<file path="src/rtl/serial_word_feeder.sv">
// Parallel-to-serial feeder: accepts WIDTH-bit words over valid/ready and shifts
// each one out MSB-first, holding IDLE_LEVEL on ser_out between words.
module serial_word_feeder #(
  parameter int   WIDTH      = 8,
  parameter int   GAP_CYCLES = 2,
  parameter logic IDLE_LEVEL = 1'b1
) (
  input  logic             clk,
  input  logic             rst,
  input  logic             enable,
  input  logic [WIDTH-1:0] in_data,
  input  logic             in_valid,
  output logic             in_ready,
  output logic             ser_out,
  output logic             ser_valid,
  output logic             busy,
  output logic             word_done
);

  localparam int CW = $clog2(WIDTH);
  localparam int GW = (GAP_CYCLES > 1) ? $clog2(GAP_CYCLES) : 1;
  localparam logic [CW-1:0] LAST_IDX = CW'(WIDTH - 1);
  localparam logic [GW-1:0] GAP_LOAD = (GAP_CYCLES > 0) ? GW'(GAP_CYCLES - 1) : '0;

  typedef enum logic [1:0] {
    IDLE  = 2'd0,
    SHIFT = 2'd1,
    GAP   = 2'd2
  } state_t;

  state_t           state;
  logic [WIDTH-1:0] shreg;
  logic [CW-1:0]    bit_cnt;
  logic [GW-1:0]    gap_cnt;
  logic             last_bit;
  logic             accept;

  // With no gap, the next word may be taken while the last bit is on the wire.
  assign last_bit = (state == SHIFT) && (bit_cnt == '0);
  assign in_ready = !rst && enable &&
                    ((state == IDLE) || ((GAP_CYCLES == 0) && last_bit));
  assign accept   = in_valid && in_ready;

  // Outputs are registered alongside the state so they never depend on inputs.
  always_ff @(posedge clk or posedge rst) begin
    if (rst) begin
      state     <= IDLE;
      shreg     <= '0;
      bit_cnt   <= '0;
      gap_cnt   <= '0;
      ser_out   <= IDLE_LEVEL;
      ser_valid <= 1'b0;
      busy      <= 1'b0;
      word_done <= 1'b0;
    end else begin
      case (state)
        IDLE: begin
          if (accept) begin
            state     <= SHIFT;
            shreg     <= in_data;
            bit_cnt   <= LAST_IDX;
            ser_out   <= in_data[WIDTH-1];
            ser_valid <= 1'b1;
            busy      <= 1'b1;
            word_done <= 1'b0;
          end
        end
        SHIFT: begin
          if (bit_cnt != '0) begin
            shreg     <= shreg << 1;
            bit_cnt   <= bit_cnt - CW'(1);
            ser_out   <= shreg[WIDTH-2];
            word_done <= (bit_cnt == CW'(1));
          end else if (accept) begin
            shreg     <= in_data;
            bit_cnt   <= LAST_IDX;
            ser_out   <= in_data[WIDTH-1];
            ser_valid <= 1'b1;
            busy      <= 1'b1;
            word_done <= 1'b0;
          end else if (GAP_CYCLES > 0) begin
            state     <= GAP;
            gap_cnt   <= GAP_LOAD;
            ser_out   <= IDLE_LEVEL;
            ser_valid <= 1'b0;
            busy      <= 1'b1;
            word_done <= 1'b0;
          end else begin
            state     <= IDLE;
            ser_out   <= IDLE_LEVEL;
            ser_valid <= 1'b0;
            busy      <= 1'b0;
            word_done <= 1'b0;
          end
        end
        GAP: begin
          if (gap_cnt == '0) begin
            state     <= IDLE;
            ser_out   <= IDLE_LEVEL;
            ser_valid <= 1'b0;
            busy      <= 1'b0;
            word_done <= 1'b0;
          end else begin
            gap_cnt <= gap_cnt - GW'(1);
          end
        end
        default: begin
          state     <= IDLE;
          ser_out   <= IDLE_LEVEL;
          ser_valid <= 1'b0;
          busy      <= 1'b0;
          word_done <= 1'b0;
        end
      endcase
    end
  end

endmodule

</file>
<file path="config.mk">
export PLATFORM = sky130hd
export DESIGN_NAME = serial_word_feeder
export DESIGN_NICKNAME = d
export VERILOG_FILES = /design/src/rtl/serial_word_feeder.sv
export SDC_FILE = /design/constraint.sdc
export NUM_CORES = 1
export LEC_CHECK = 0
export CAP_MARGIN = 20
export CORE_UTILIZATION = 53
export CTS_CLUSTER_SIZE = 28
export DETAILED_ROUTE_END_ITERATION = 10
export PLACE_DENSITY = 0.84
export SYNTH_ARGS = -nofsm -noshare
export SYNTH_HDL_FRONTEND = slang
export SYNTH_SLANG_ARGS = --single-unit
</file>
<file path="constraint.sdc">
create_clock -name clk -period 4.7 [get_ports clk]
set_input_delay 0.94 -clock clk [delete_from_list [all_inputs] [get_ports clk]]
set_output_delay 0.94 -clock clk [all_outputs]
set_load 0.01 [all_outputs]
</file>
== Word-level counts from Yosys, hierarchy flattened ==
Cells that the tools add are included.
Storage, ports and cells
  input bits: 12
  output and inout port bits: 5
  word-level logic and storage cells: 59
  register bits: 18
Operators by class
  add/subtract/negate cells: 2
  eq/ne operators: 7
  multiplexer cells: 30
  reduce and logical (&&, ||, !) cells: 12
Operator list (count)
  8-bit two-way mux: 2
  8-bit one-hot mux with 2 select lines: 1
  1-bit two-way mux: 14
  1-bit one-hot mux with 3 select lines: 4
  2-bit two-way mux: 4
  2-bit != test, second input constant: 4
  3-bit two-way mux: 2
  2-bit one-hot mux with 3 select lines: 1
  3-bit one-hot mux with 2 select lines: 1
  3-bit AND reduction: 2
  4-bit AND reduction: 1
  2-bit nonzero test: 2
  3-bit by 1-bit equality test with 1-bit output, second input constant: 1
  1-bit logical AND: 3
  3-bit nonzero test: 1
  3-bit by 1-bit subtractor with 3-bit output, second input constant: 1
  2-bit by 1-bit equality test with 1-bit output, second input constant: 1
  2-bit equality test, second input constant: 1
  2-bit zero test: 1
  1-bit one-hot mux with 2 select lines: 1
  2-bit AND reduction: 1
  1-bit zero test: 1
  1-bit subtractor, second input constant: 1

== Longest topological paths before layout ==
Gate-level depths: netlist of run 1.
  word-level depth: 7
  depth in mapped cells: 5

== Worst setup path before layout of run 1 ==
OpenSTA, ideal clock, no wires.
  path type: in2out
  from: input rst
  to: output in_ready
  data arrival time: 1656 ps
  cell stages on the path: 3
  path slack: 2104 ps
  cells stage by stage: or4b_1 > buf_6 > inv_2
On the way
  cells in the longest elaborated chain, start to end: 3
RTL lines
  start, declared: line 9  | input logic rst,
  1-bit zero test (no source line)
  1-bit logical AND (2 in series): line 40  | assign in_ready = !rst && enable &&
  end, declared: line 13  | output logic in_ready,
Every way passes these cells.

== Worst setup path in the final report of run 1 ==
  from: input enable
  to: output in_ready
On the way
  cells in the longest elaborated chain, start to end: 2
RTL lines
  start, declared: line 10  | input logic enable,
  1-bit logical AND (2 in series): line 40
Every way passes these cells.

==> results.md, run 1 <==
* Status: completed
* DRC Markers at 0
* Startpoint Class: input port
* Max FO, Critical Path at 9
* Internal power at 398.3 uW
* Top-count cell post-synth: dfrtp_1
* Post-DP HPWL at 1225 um
* Leak at 0.0004645 uW
* Diodes inserted at 0
* Yosys warns at 0
* Root Driver: clkbuf_4
* Global-route wire length before repair at 2725 um
* Synth area leader: dfrtp_1
* Share of layout cells above drive strength 1 at 16.67%
* Synth Area in Compound Gates at 21.50%
* Combinational share of power at 45.1%
* Final worst path period need at 3.670 ns
* Crit share post-route at 78.09%
* Number of antenna violations at the first check in global routing at 0
* Switching Share at 36.50%
* Area grow syn2layout at 21.08%
* Post-synth EDFFs at 0
* Worst Skew at 0.003480 ns
* Inst Count DP at 108
* Final net count at 112
* Via count at 676
* Starting Density at 58.05%
* Wire length per cell at 14.79 um
* Clk buf depth at 2
* Fin cells at 112
* CP endpoint kind: output pin
* Seq pwr share at 42.8%
* # rows at 14
* H-tree level count at 1
* Clk network pwr share at 12.1%
* Routability cong. at 0.7668
* Mapped Area at 884.6 um^2
* # IOs at 17
* I/O Buffers at 16
* Post-CTS sizing at 0
* Post-Synth Simple-Gate Area at 15.84%
* Clock transition at the registers of the reported paths at 0.09 ns
* Adder-Cell Fraction of Synth Area at 4.243%
* CP Data Arrival Time at 2.73 ns
* Die height at 42.86 um
* Main combinational cell family by area after synthesis: compound AO/OA/AOI/OAI gates
* Asr flop ratio synth at 100.0%
* Ys flop type: dfrtp_1
* Drt pass-1 iters at 6
* Setup violators final at 0
* Post-route ant nets at 0
* Routed wire length at 1657 um
* Initial DRC count at 18
* Core Region at 1524 um^2
* Hold Violations, Final at 0
* Sequential-to-total area share from yosys stat at 48.23%
* Design Power at 627.2 uW
* CTS Buf Count at 3
* Xor and xnor area share after synthesis at 0%
* Via-to-Cell Ratio at 6.036
* Largest net degree at the start of global routing at 18
* Min-delay worst type: reg -> reg
* Clk_lat worst skew at 0.28 ns
* Number of distinct library cells after synthesis at 33
* Die footprint at 1837 um^2
* PwrDens at 585.7 nW/um^2
* Clock sink total at 17
* RSZ-0062 raised after global routing: false
* Synth Instances at 79
* Fin Setup TNS at 0 ns
* Post-DP Area at 1045 um^2
* Relative slew slack at 57.97%
* Global Route Usage Sum at 19.89%
* Final Slew Violations at 0
* Max Cap Violations at 0
* WP data required at 3.76 ns
* Setup repair bufs after CTS at 0
* P_sw at 228.9 uW
* VDD IR max at 0.3961 mV
* CTS hold repair buffers at 0
* Synth top area share at 45.26%
* Setup CP Type: in -> out
* Synth area leaders: dfrtp_1, o221a_2, ha_1
* CTS tree: yes
* Commonest cells in the netlist: dfrtp_1, inv_1, o221a_2, or3_1, nand2_1
* WHS at 0.5185 ns
* GRT overflow at 0
* Synthesized Nets at 94
* Syn avg cell area at 11.20 um^2
* Max Freq at 272.5 MHz
* Die W at 42.86 um
* Vias in the first global route at 614
* Worst-Margin Slew at 0.6298 ns
* Post-route design area at 1071 um^2
* Multiplexer share of the synthesized area at 3.678%
* Number of synthesized register bits at 17
## metrics by stage
| stage | worst slack, ns | util, % |
|---|---|---|
| 4_1_cts | 1.024 | 70.28 |
| 3_5_place_dp | 1.037 | 68.55 |
| 3_3_place_gp | 1.052 | 68.55 |
| 6_report | 1.030 | 70.28 |
| 5_1_grt | 0.9646 | 70.28 |
| 2_1_floorplan | 2.104 | - |
## cell type report
class | instances | area (um^2)
fillers | 118 | 452.9
flip-flops and latches | 17 | 426.7
multi-input cells | 49 | 400.4
repair buffers | 16 | 160.2
inverters | 10 | 37.54
clock buffers | 4 | 26.28
well taps | 16 | 20.02
## worst max-delay path, cell delays in order
cell	delay (ns)
clkdlybuf4s50_1	0.47
or4b_1	0.61
inv_2	0.17
clkdlybuf4s50_1	0.54
## placed cells by master (no fill, tap or decap), drive strengths merged
master / n
a22o: 1
nor3: 2
dfrtp: 16
nor2: 1
clkdlybuf4s50: 16
dfstp: 1
nand3: 1
a32o: 1
or3: 6
nand3b: 1
nor3b: 1
o221ai: 1
inv: 10
a21oi: 1
o32ai: 1
mux2: 2
clkbuf: 4
o221a: 6
nand2b: 2
o21ai: 3
nand2: 4
a31oi: 1
o31ai: 1
nor2b: 3
o22ai: 1
and4bb: 1
ha: 3
mux2i: 1
or4b: 1
a221oi: 3
## state kept, by name (all words and copies together), names as in the netlist
| name | count |
|---|---|
| busy | 1 |
| ser_valid | 1 |
| shreg | 7 |
| word_done | 1 |
| gap_cnt | 1 |
| bit_cnt | 3 |
| state | 2 |
| ser_out | 1 |
## power by group through the flow
| stage | Sequential (uW) | Clock (uW) | Combinational (uW) |
|---|---|---|---|
| floorplan | 251 | 0 | 221 |
| global placement | 267 | 0 | 278 |
| detailed placement | 272 | 0 | 283 |
| CTS | 268 | 77.8 | 287 |
| global route | 276 | 83.9 | 312 |
| finish | 268 | 76.1 | 283 |
## path summary, 6_finish.rpt
check | startpoint | end | slack [ns] | cells after the start
max | enable | in_ready | 1.03 | 4
min | ser_valid$_DFFE_PP0P_ | ser_valid$_DFFE_PP0P_ | 0.52 | 1
max reg2reg | state[0]$_DFFE_PP0P_ | shreg[1]$_DFFE_PP0N_ | 2.83 | 3
min reg2reg | ser_valid$_DFFE_PP0P_ | ser_valid$_DFFE_PP0P_ | 0.52 | 1
max in group asynchronous | rst | bit_cnt[0]$_DFFE_PP0N_ | 3.22 | 2
min in group asynchronous | rst | ser_valid$_DFFE_PP0P_ | 1.07 | 2
## per-layer routing
layer | routed length (um) | share of wire [%] | track usage [%] | vias up
li1 | - | - | - | 325
met3 | 107 | 6.5 | 2.553 | 4
met5 | 0 | 0 | 0 | -
met1 | 774 | 47 | 29.92 | 324
met4 | 24 | 1.4 | 7.500 | 0
met2 | 750 | 45 | 29.09 | 23
## cell families after synthesis
group | count (synthesis)
buffers and inverters | 13
muxes | 3
AOI/OAI and AO/OA | 20
adders and majority gates | 3
and+or+nand+nor | 23
DFF | 17
No activity file was read; power rests on OpenSTA's default activity.
==> inputs of run 2 (changes only) <==
--- a/config.mk
+++ b/config.mk
@@ -6,10 +6,10 @@
 export NUM_CORES = 1
 export LEC_CHECK = 0
 export CAP_MARGIN = 20
-export CORE_UTILIZATION = 53
+export CORE_UTILIZATION = 49
 export CTS_CLUSTER_SIZE = 28
 export DETAILED_ROUTE_END_ITERATION = 10
-export PLACE_DENSITY = 0.84
+export PLACE_DENSITY = 0.79
 export SYNTH_ARGS = -nofsm -noshare
 export SYNTH_HDL_FRONTEND = slang
 export SYNTH_SLANG_ARGS = --single-unit
==> constraint.sdc (replaced) <==
create_clock -name clk -period 3.67 [get_ports clk]
set_input_delay 0.734 -clock clk [delete_from_list [all_inputs] [get_ports clk]]
set_output_delay 0.734 -clock clk [all_outputs]
set_load 0.01 [all_outputs]
==> run 2 against run 1 <==
Worst setup slack got worse by 0.67 ns. Clock power is 33% higher. Combinational power up 28%. Die area increased by 7.8%. Sequential power increased by 28%. Largest cell class unchanged. Critical endpoint unchanged. Global-route usage grew 1.4 points. Power is 29% higher. Critical path depth did not move.
==> results.md, run 2 (synthesis gave the netlist of run 1 again) <==
* Status: completed (unchanged)
* Design Power at 808.1 uW (was 627.2 uW)
* Share of layout cells above drive strength 1 at 16.67% (unchanged)
* Root Driver: clkbuf_4 (unchanged)
* Die height at 44.49 um (was 42.86 um)
* Max Freq at 301.9 MHz
* Largest regs: shreg (7), bit_cnt (3), state (2) (unchanged)
* VDD IR max at 0.4628 mV (was 0.3961 mV)
* Post-CTS sizing at 0 (unchanged)
* Largest Register: shreg (unchanged)
* Crit share post-route at 90.26%
* CP Data Arrival Time at 2.58 ns (was 2.73 ns)
* Via count at 674 (was 676)
* Number of antenna violations at the first check in global routing at 0 (unchanged)
* RR Endpoint: shreg[2]$_DFFE_PP0N_ (was shreg[1]$_DFFE_PP0N_)
* PwrDens at 747.5 nW/um^2 (was 585.7 nW/um^2)
* CP endpoint kind: output pin (unchanged)
* Diodes inserted at 0 (unchanged)
* H-tree level count at 1 (unchanged)
* Max Cap Violations at 0 (unchanged)
* R2R cell count at 3 (unchanged)
* Die W at 44.49 um (was 42.86 um)
* Clk_lat worst skew at 0.30 ns (was 0.28 ns)
* Clk buf depth at 2 (unchanged)
* Startpoint Class: input port (unchanged)
* GRT overflow at 0 (unchanged)
* Setup violators final at 0 (unchanged)
* WP data required at 2.94 ns (was 3.76 ns)
* Max FO, Critical Path at 9 (unchanged)
* Starting Density at 55.49% (was 58.05%)
* Global-route wire length before repair at 2980 um (was 2725 um)
* Clock sink total at 17 (unchanged)
* Post-route ant nets at 0 (unchanged)
* Peak per-stage delay on the critical path at 0.67 ns (was 0.61 ns)
* Critical-path cell list: clkdlybuf4s50_1 -> or4b_1 -> inv_2 -> clkdlybuf4s50_1 (unchanged)
* DRC Markers at 0 (unchanged)
* Initial DRC count at 19 (was 18)
* Leak at 0.0004645 uW (unchanged)
* Drt pass-1 iters at 4 (was 6)
* Final Slew Violations at 0 (unchanged)
* Largest net degree at the start of global routing at 18 (unchanged)
* Hold path endpoint: word_done$_DFFE_PP0P_ (was ser_valid$_DFFE_PP0P_)
* Final net count at 112 (unchanged)
* Clock transition at the registers of the reported paths at 0.09 ns (about the same)
* I/O Buffers at 16 (unchanged)
* RSZ-0062 raised after global routing: false (unchanged)
* Fin Setup TNS at 0 ns (unchanged)
* WHS Path Cells at 1 (unchanged)
* Hold Path Origin: word_done$_DFFE_PP0P_ (was ser_valid$_DFFE_PP0P_)
* Area grow syn2layout at 22.21% (was 21.08%)
* CTS Buf Count at 3 (unchanged)
* Core Region at 1594 um^2 (was 1524 um^2)
* Max reg flops at 7 (unchanged)
* Worst Skew at 0.01061 ns (was 0.003480 ns)
* Min-delay worst type: reg -> reg (unchanged)
* Relative slew slack at 57.39% (was 57.97%)
* Setup repair bufs after CTS at 0 (unchanged)
* # rows at 14 (unchanged)
* Reg2Reg Setup Slack at 1.77 ns (was 2.83 ns)
* Wire length per cell at 14.66 um (was 14.79 um)
* Hold Violations, Final at 0 (unchanged)
* Worst-Margin Slew at 0.6385 ns (was 0.6298 ns)
* # IOs at 17 (unchanged)
* Routed wire length at 1759 um (was 1657 um)
* Post-DP HPWL at 1248 um (was 1225 um)
* Final worst path period need at 3.313 ns
* Setup CP Type: in -> out (unchanged)
* Die footprint at 1979 um^2 (was 1837 um^2)
* CTS hold repair buffers at 0 (unchanged)
* Via-to-Cell Ratio at 5.617 (was 6.036)
* CTS tree: yes (unchanged)
* Most frequent cells in the layout: dfrtp_1, clkdlybuf4s50_1, inv_1 (unchanged)
* Slowest-stage cell, CP: or4b_1 (unchanged)
* Routability cong. at 0.7687 (was 0.7668)
* Most Frequent Cell on Critical Path: clkdlybuf4s50_1 (unchanged)
* Vias in the first global route at 643 (was 614)
* Critical R2R Launch: state[1]$_DFFE_PP0P_ (was state[0]$_DFFE_PP0P_)
* Global Route Usage Sum at 21.29% (was 19.89%)
run 2: cell counts in the layout (fill, tap and decap cells not counted):
No cell type changed its count.
run 2: where the power goes:
| group | internal (uW) | switching, uW | leakage (uW) |
|---|---|---|---|
| Sequential | 273 | 71.0 | 0.000194 |
| Clock | 42.3 | 58.9 | 0.0000150 |
| Combinational | 194 | 168 | 0.000255 |
run 2: worst max-delay path by stage:
stage	startpoint	to	slack [ns]	cells past startpoint
floorplan	rst	in_ready	1.49	3
global placement	enable	in_ready	0.43	4
detailed placement	rst	in_ready	0.37	4
CTS	rst	in_ready	0.36	4
global route	rst	in_ready	0.30	4
finish	rst	in_ready	0.36	4
run 2: per-stage QoR:
stage	cell area [um^2]	instances	setup slack (ns)	hold WS, ns	utilization (%)
global placement	1055	116	0.4281	0.4988	66.17
finish	1081	120	0.3573	0.5131	67.82
floorplan	884.6	79	1.486	0.5001	-
CTS	1081	120	0.3637	0.5180	67.82
detailed placement	1055	116	0.3733	0.4852	66.17
global route	1081	120	0.2961	0.5415	67.82
run 2: final cells by class:
class | instances | area, um^2
tap | 24 | 30.03
multi-input combinational | 49 | 400.4
inverter | 10 | 37.54
sequential | 17 | 426.7
clock buffer | 4 | 26.28
timing repair buffer | 16 | 160.2
fill | 109 | 513.0
run 2: per-layer routing:
metal	global-route usage [%]	wire length, um	part of all wire, %	up-vias
met2	30.59	754	43	18
met5	0	0	0	-
li1	-	-	-	326
met4	6.667	10	0.57	0
met3	7.755	86	4.9	2
met1	30.00	906	52	328
run 2: worst max-delay path, delay by kind of cell:
| kind | cells | cell delay [ns] |
|---|---|---|
| buffers and inverters | 3 | 1.18 |
| and+or+nand+nor | 1 | 0.67 |
